## config.mk

```make
export PLATFORM = sky130hd
export DESIGN_NAME = wb_master_arb
export DESIGN_NICKNAME = d
export VERILOG_FILES = /design/src/rtl/wb_master_arb.sv
export SDC_FILE = /design/constraint.sdc
export NUM_CORES = 1
export LEC_CHECK = 0
export ABC_AREA = 0
export CAP_MARGIN = 20
export CORE_UTILIZATION = 50
export DETAILED_ROUTE_END_ITERATION = 8
export PLACE_DENSITY = 0.88
export SLEW_MARGIN = 30
export SYNTH_ARGS = -nofsm -noshare
export SYNTH_HDL_FRONTEND = slang
export SYNTH_SLANG_ARGS = --single-unit
export TNS_END_PERCENT = 50
```

## constraint.sdc

```tcl
create_clock -name clk_i -period 5.96 [get_ports clk_i]
set_input_delay 1.192 -clock clk_i [delete_from_list [all_inputs] [get_ports clk_i]]
set_output_delay 1.192 -clock clk_i [all_outputs]
set_load 0.02 [all_outputs]
```

## src/rtl/wb_master_arb.sv

```systemverilog
// ============================================================================
// Module      : wb_master_arb
// Description : Round-robin WISHBONE master arbiter with a high-priority class,
//               per-cycle ownership, a stall watchdog and a saturating
//               abort counter.
// Revision    : 1.0 - initial release
// ============================================================================
`default_nettype none

module wb_master_arb #(
    parameter int         NMASTERS   = 8,
    parameter int         TIMEOUT    = 255,
    parameter logic [7:0] HIPRI_MASK = 8'h03
) (
    input  logic                clk_i,
    input  logic                rst_i,
    input  logic [NMASTERS-1:0] cyc_i,
    input  logic [NMASTERS-1:0] stb_i,
    input  logic                ack_i,
    input  logic                err_i,
    output logic [NMASTERS-1:0] gnt_o,
    output logic [2:0]          gnt_idx_o,
    output logic                gnt_valid_o,
    output logic [NMASTERS-1:0] to_err_o,
    output logic [15:0]         to_cnt_o,
    input  logic                to_cnt_clr_i
);

    localparam logic [1:0]  c_ST_IDLE  = 2'd0;
    localparam logic [1:0]  c_ST_GRANT = 2'd1;
    localparam logic [1:0]  c_ST_ABORT = 2'd2;
    localparam logic [15:0] c_WD_LAST  = 16'(TIMEOUT - 1);
    localparam logic [2:0]  c_LAST_RST = 3'(NMASTERS - 1);
    localparam logic [15:0] c_CNT_MAX  = 16'hFFFF;

    logic [1:0]          r_state;
    logic [1:0]          w_state_nxt;
    logic [2:0]          r_last;
    logic [15:0]         r_wd;
    logic [NMASTERS-1:0] r_gnt;
    logic [2:0]          r_gnt_idx;
    logic                r_gnt_valid;
    logic [NMASTERS-1:0] r_to_err;
    logic [15:0]         r_to_cnt;

    logic [7:0]          w_cyc;
    logic [7:0]          w_stb;
    logic [7:0]          w_hi;
    logic [7:0]          w_req;
    logic                w_win_found;
    logic [2:0]          w_win_idx;
    logic [2:0]          w_cand;
    logic [NMASTERS-1:0] w_win_oh;
    logic                w_own;
    logic                w_stall;

    // Widen requests to 8 bits so the 3-bit index can never go out of range.
    always_comb begin
        w_cyc                 = '0;
        w_stb                 = '0;
        w_cyc[NMASTERS-1:0]   = cyc_i;
        w_stb[NMASTERS-1:0]   = stb_i;
        w_hi                  = w_cyc & HIPRI_MASK;
        w_req                 = (|w_hi) ? w_hi : w_cyc;
    end

    always_comb begin
        w_win_found = 1'b0;
        w_win_idx   = '0;
        w_cand      = '0;
        for (int k = 1; k <= NMASTERS; k++) begin
            w_cand = 3'((int'(r_last) + k) % NMASTERS);
            if (!w_win_found && w_req[w_cand]) begin
                w_win_found = 1'b1;
                w_win_idx   = w_cand;
            end
        end
    end

    always_comb begin
        w_win_oh = '0;
        for (int i = 0; i < NMASTERS; i++) begin
            w_win_oh[i] = (w_win_idx == 3'(i));
        end
    end

    assign w_own   = w_cyc[r_gnt_idx];
    assign w_stall = w_stb[r_gnt_idx] & w_own & ~ack_i & ~err_i;

    always_ff @(posedge clk_i) begin
        if (rst_i) begin
            r_state <= c_ST_IDLE;
        end else begin
            r_state <= w_state_nxt;
        end
    end

    always_comb begin
        w_state_nxt = r_state;
        case (r_state)
            c_ST_IDLE: begin
                if (w_win_found) begin
                    w_state_nxt = c_ST_GRANT;
                end
            end
            c_ST_GRANT: begin
                if (!w_own) begin
                    w_state_nxt = c_ST_IDLE;
                end else if (w_stall && (r_wd == c_WD_LAST)) begin
                    w_state_nxt = c_ST_ABORT;
                end
            end
            c_ST_ABORT: begin
                w_state_nxt = c_ST_GRANT;
            end
            default: begin
                w_state_nxt = c_ST_IDLE;
            end
        endcase
    end

    always_ff @(posedge clk_i) begin
        if (rst_i) begin
            r_last      <= c_LAST_RST;
            r_wd        <= '0;
            r_gnt       <= '0;
            r_gnt_idx   <= '0;
            r_gnt_valid <= 1'b0;
            r_to_err    <= '0;
            r_to_cnt    <= '0;
        end else begin
            r_to_err <= '0;
            case (r_state)
                c_ST_IDLE: begin
                    r_wd <= '0;
                    if (w_win_found) begin
                        r_gnt       <= w_win_oh;
                        r_gnt_idx   <= w_win_idx;
                        r_gnt_valid <= 1'b1;
                        r_last      <= w_win_idx;
                    end
                end
                c_ST_GRANT: begin
                    if (!w_own) begin
                        r_gnt       <= '0;
                        r_gnt_valid <= 1'b0;
                        r_wd        <= '0;
                    end else if (w_stall) begin
                        r_wd <= r_wd + 16'd1;
                        // Error pulse lands in the ABORT cycle itself.
                        if (r_wd == c_WD_LAST) begin
                            r_to_err <= r_gnt;
                        end
                    end else begin
                        r_wd <= '0;
                    end
                end
                c_ST_ABORT: begin
                    r_wd <= '0;
                end
                default: begin
                    r_wd <= '0;
                end
            endcase

            if (to_cnt_clr_i) begin
                r_to_cnt <= '0;
            end else if ((r_state == c_ST_ABORT) && (r_to_cnt != c_CNT_MAX)) begin
                r_to_cnt <= r_to_cnt + 16'd1;
            end
        end
    end

    assign gnt_o       = r_gnt;
    assign gnt_idx_o   = r_gnt_idx;
    assign gnt_valid_o = r_gnt_valid;
    assign to_err_o    = r_to_err;
    assign to_cnt_o    = r_to_cnt;

endmodule

`default_nettype wire
```

==> impl_summary.md <==
STA
Based on the critical path, the design can be clocked at up to around 230 MHz. The relative slew slack is around 53%. The final number of hold-violating endpoints came to 0.

The ratio of final minimum period to clock period is between 70% and 80%. The transition time at the pin with the least slew margin is ~0.70 ns. Setup violations remaining at the end of the flow were counted as 0. The total negative setup slack is 0 ns. The total count of max-transition violations in the final report came to 0. The final-layout worst hold slack is 0.4722 ns. The final critical-path required period is 4.314 ns. Setup repair after global routing left no endpoint under its margin. After layout, the worst setup slack is around 1.6 ns. The worst-case clock skew is between 0.009 and 0.01 ns.

Setup path
The critical path arrival is approximately 4.6 ns. The critical path class is reg -> reg. The library cell contributing the largest single delay on the critical path is sky130_fd_sc_hd__dfxtp_1.

On the worst path, the slowest cell contributes a delay of about 0.73 ns. The launch instance of the worst register-to-register path is r_last[1]$_SDFFE_PP1P_. The signal on the critical path passes through inv_1 -> ha_1 -> mux2_2 -> a22oi_1 -> mux2i_1 -> nor3_1 -> nand3_2 -> nor3_2 -> o21ai_0 -> a21oi_1 -> o2bb2ai_1.

For the worst flop-to-flop path, the logic depth is 11. Data on the critical path is required at its endpoint by 6.22 ns. The worst setup path is captured at a flop. The endpoint identified for the worst register-to-register timing path is gnt_o[6]$_SDFFE_PP0P_. The reg2reg setup slack is between 1.5 and 2 ns. The sort of element at the start of the critical path is a flop. Along the worst path, the maximum fanout reaches 19.

Min path
Along the worst hold path, the cell count comes to 1. The worst hold path belongs to the class reg -> reg. The startpoint of the tightest hold check path is r_wd[0]$_SDFF_PP0_. The path with the worst hold slack has its endpoint at r_wd[0]$_SDFF_PP0_.

Place
The count of buffers from port buffering is 56. The instance area at placement is a little under 0.004 mm². The number of cells after detailed placement is a little over 500.

The placer congestion estimate is between 0.9 and 1. Detailed placement ended at an HPWL of 5700 µm. At the placement stage, the worst setup path has a slack of about 1.5 ns.

Flow run
Max-cap violations in this run came to 0.

Clocking
After clock tree synthesis, the clock-pin slew on the worst setup and hold paths is approximately 0.07 ns. For this design, the sink count on the clock tree is 57. The source-to-sink clock delay at the later pin of the worst-skew pair is 0.34 ns.

In this run, post-CTS hold repair placed 0 buffers. The total CTS buffers is 9. The H-tree generated during clock tree synthesis spans 3 levels. The buffer count from post-CTS setup fixing is 0.

The clock tree from TritonCTS is done. Clock tree synthesis selected as its root buffer the cell sky130_fd_sc_hd__clkbuf_8. The post-cts resize count is 0.

The deepest clock path buffer count is 2.

Logic synthesis
The number of warning messages in the yosys log is 0. The mean instance size in the synthesized netlist is approximately 8.6 µm². After synthesis, the cell types taking the most area are sky130_fd_sc_hd__dfxtp_1 34%, sky130_fd_sc_hd__xor2_1 6.6%, sky130_fd_sc_hd__nor2_1 6.3%. The share of async-settable or async-resettable flops after synthesis is 0%. The flip-flop cell with the highest count after synthesis is sky130_fd_sc_hd__dfxtp_1. The cell area that synthesis handed to floorplanning was roughly 0.0033 mm². For this run, the register share of the synthesized area comes to around a third. The number of distinct library cell variants in the gate-level netlist after synthesis is 62. The share of Yosys cell area claimed by the top area cell type is between 30% and 40%.

When the netlist entered floorplanning its net count stood at approximately 410. The number of enable-type register cells in the synthesized netlist is 0. Counting every instance in the synthesized netlist gives 386.

The synthesized design contains 57 register bits. Of all cell types, the one taking the most synthesized area is sky130_fd_sc_hd__dfxtp_1.

Floorplanning
The core area is around 0.0064 mm². Pin placement for this block handled 57 I/O pins. From bottom edge to top edge, the die measures between 80 and 90 µm. The full die area is between 0.006 and 0.007 mm². The die is 83.37 µm wide.

For this configuration, the core starts out at a cell density of 51.84%. The number of rows in the core area is 29.

GRT
The maximum number of pins on one net before global-route repair is 24. Global routing consumed, over all layers together, approximately a quarter of the routing resources. The number of antenna violations at the first check in global routing is 0. The fraction of met3 tracks used by global routing is between 6 and 7%. The number of global-route vias before repair is approximately 2,900.

The layer flagged by global routing as most heavily used is met2. The first-pass GRT wire length is ~13,000 µm. For met2 alone, demand over resource in global routing was a little under two fifths. The total congestion overflow is 0. For met1 alone, demand over resource in global routing was 30.75%.

Drt
The detailed router placed between 3,000 and 4,000 vias in this run. Dividing the detail-routed via count by the number of cells gives around 6. The initial detailed-routing violation count is around 320.

In the final routed layout, each cell accounts on average for roughly 15 µm. In the routed design, unresolved DRC markers number 0. Once detail routing completed, the nets flagged for antenna violations numbered 0. The count of TritonRoute iterations in the first routing pass is 5. The wire length after detailed routing is ~7900 µm.

Final layout
The final standard cell utilization of the core is between 60% and 70%. The most common cell after layout, fill and taps aside is sky130_fd_sc_hd__dfxtp_1. The layout net count is 464. Leaving out fill and tap cells, the most frequent cells in the layout are 57 x sky130_fd_sc_hd__dfxtp_1, 56 x sky130_fd_sc_hd__nor2_1, 56 x sky130_fd_sc_hd__clkdlybuf4s50_1. Fill cells in the final layout number a little over 500. The number of diodes added for antenna fixing is 0.

Compared with the post-synthesis result, the final layout area differs by 24.45%. The count of non-filler cells in the finished layout is 520. The cell area after layout is slightly above 0.004 mm².

The combined area of the multi-input logic cells is around 0.0021 mm². The storage element area is roughly 0.0011 mm². The share of post-route cells with drive strength above 1 is a little under a tenth.

Status
The flow ran to the end, and the final reports show no timing, DRC or antenna violations.

Power and ir drop
The overall power of the completed layout is between 1.5 and 2 mW. The static leakage is about 1.5 nW. The cell area power density is approximately 430 mW/mm². The peak supply drop is between 200 and 300 µV.
flip-flops by register name, summed over array words and instances (netlist names):
signal / cells
gnt_idx_o: 3
gnt_valid_o: 1
to_cnt_o: 16
to_err_o: 8
gnt_o: 8
r_state: 2
r_last: 3
r_wd: 16
cells in the mapped netlist (2+ instances only):
master and instances:
sky130_fd_sc_hd__a211o_1 4, sky130_fd_sc_hd__a211oi_1 2, sky130_fd_sc_hd__a21o_1 3, sky130_fd_sc_hd__a21oi_1 20, sky130_fd_sc_hd__a221o_1 3, sky130_fd_sc_hd__a22oi_1 3, sky130_fd_sc_hd__a31oi_2 2, sky130_fd_sc_hd__a32o_1 3
sky130_fd_sc_hd__and2_1 10, sky130_fd_sc_hd__and3_1 4, sky130_fd_sc_hd__buf_2 3, sky130_fd_sc_hd__buf_6 2, sky130_fd_sc_hd__clkbuf_1 11, sky130_fd_sc_hd__dfxtp_1 57, sky130_fd_sc_hd__ha_1 5, sky130_fd_sc_hd__inv_1 9
sky130_fd_sc_hd__mux2_2 3, sky130_fd_sc_hd__mux2i_1 7, sky130_fd_sc_hd__mux4_2 5, sky130_fd_sc_hd__nand2_1 34, sky130_fd_sc_hd__nand2b_1 3, sky130_fd_sc_hd__nand3_1 15, sky130_fd_sc_hd__nand4_1 6, sky130_fd_sc_hd__nor2_1 56
sky130_fd_sc_hd__nor2b_1 4, sky130_fd_sc_hd__nor3_1 9, sky130_fd_sc_hd__nor3b_1 3, sky130_fd_sc_hd__nor4_1 5, sky130_fd_sc_hd__nor4bb_1 4, sky130_fd_sc_hd__o211ai_1 2, sky130_fd_sc_hd__o21ai_0 7, sky130_fd_sc_hd__o21bai_1 2
sky130_fd_sc_hd__o22ai_1 3, sky130_fd_sc_hd__o2bb2ai_1 9, sky130_fd_sc_hd__o31a_1 2, sky130_fd_sc_hd__or2_2 3, sky130_fd_sc_hd__or3_1 5, sky130_fd_sc_hd__or4b_1 4, sky130_fd_sc_hd__xnor2_1 7, sky130_fd_sc_hd__xor2_1 25
worst max-delay path by stage:
| stage | from | cells past startpoint | slack, ns | endpoint |
|---|---|---|---|---|
| 3_3_place_gp | cyc_i[1] | 10 | 1.61 | r_last[0]$_SDFFE_PP1P_ |
| 2_1_floorplan | cyc_i[1] | 9 | 2.48 | r_last[2]$_SDFFE_PP1P_ |
| 4_1_cts | r_last[1]$_SDFFE_PP1P_ | 11 | 1.72 | gnt_o[6]$_SDFFE_PP0P_ |
| 6_report | r_last[1]$_SDFFE_PP1P_ | 11 | 1.65 | gnt_o[6]$_SDFFE_PP0P_ |
| 5_1_grt | r_last[1]$_SDFFE_PP1P_ | 11 | 1.31 | gnt_o[0]$_SDFFE_PP0P_ |
| 3_5_place_dp | cyc_i[1] | 10 | 1.46 | gnt_o[0]$_SDFFE_PP0P_ |
power breakdown:
| part | switching (mW) | internal [mW] | total (mW) |
|---|---|---|---|
| combinational | 0.514 | 0.382 | 0.896 |
| clock | 0.151 | 0.233 | 0.384 |
| sequential | 0.0711 | 0.420 | 0.491 |
| total | 0.736 | 1.03 | 1.77 |
per-layer routing:
metal,wire length (µm),up-vias
li1,-,1508
met1,3465,1439
met2,3619,145
met3,663,16
met4,139,0
met5,0,-
critical path, delay by kind of cell (launching register included):
family / cells / cell delay [ns]
and+or+nand+nor: 3 / 0.76
DFF: 1 / 0.73
AOI/OAI and AO/OA: 4 / 1.15
muxes: 2 / 0.67
adders and majority gates: 1 / 0.63
buffers and inverters: 1 / 0.30
area by class of cell:
class	instances	share of cell area (%)
clock buffer	10	3.097
sequential	57	27.70
timing repair buffer	57	13.79
multi-input combinational	304	50.26
clock inverter	6	2.004
tap	77	2.338
inverter	9	0.8199
logic make-up (layout without fill, tap and decap cells):
logic type | count (synthesis) | count (layout) | synth area share (%)
xor+xnor | 32 | 32 | 8.466
flops | 57 | 57 | 34.47
mux | 15 | 15 | 6.538
simple gates | 173 | 173 | 26.87
buf+inv | 25 | 82 | 3.401
compound gates | 79 | 79 | 18.37
fa+ha+maj | 5 | 5 | 1.890
Power figures use the tool's default switching activity.
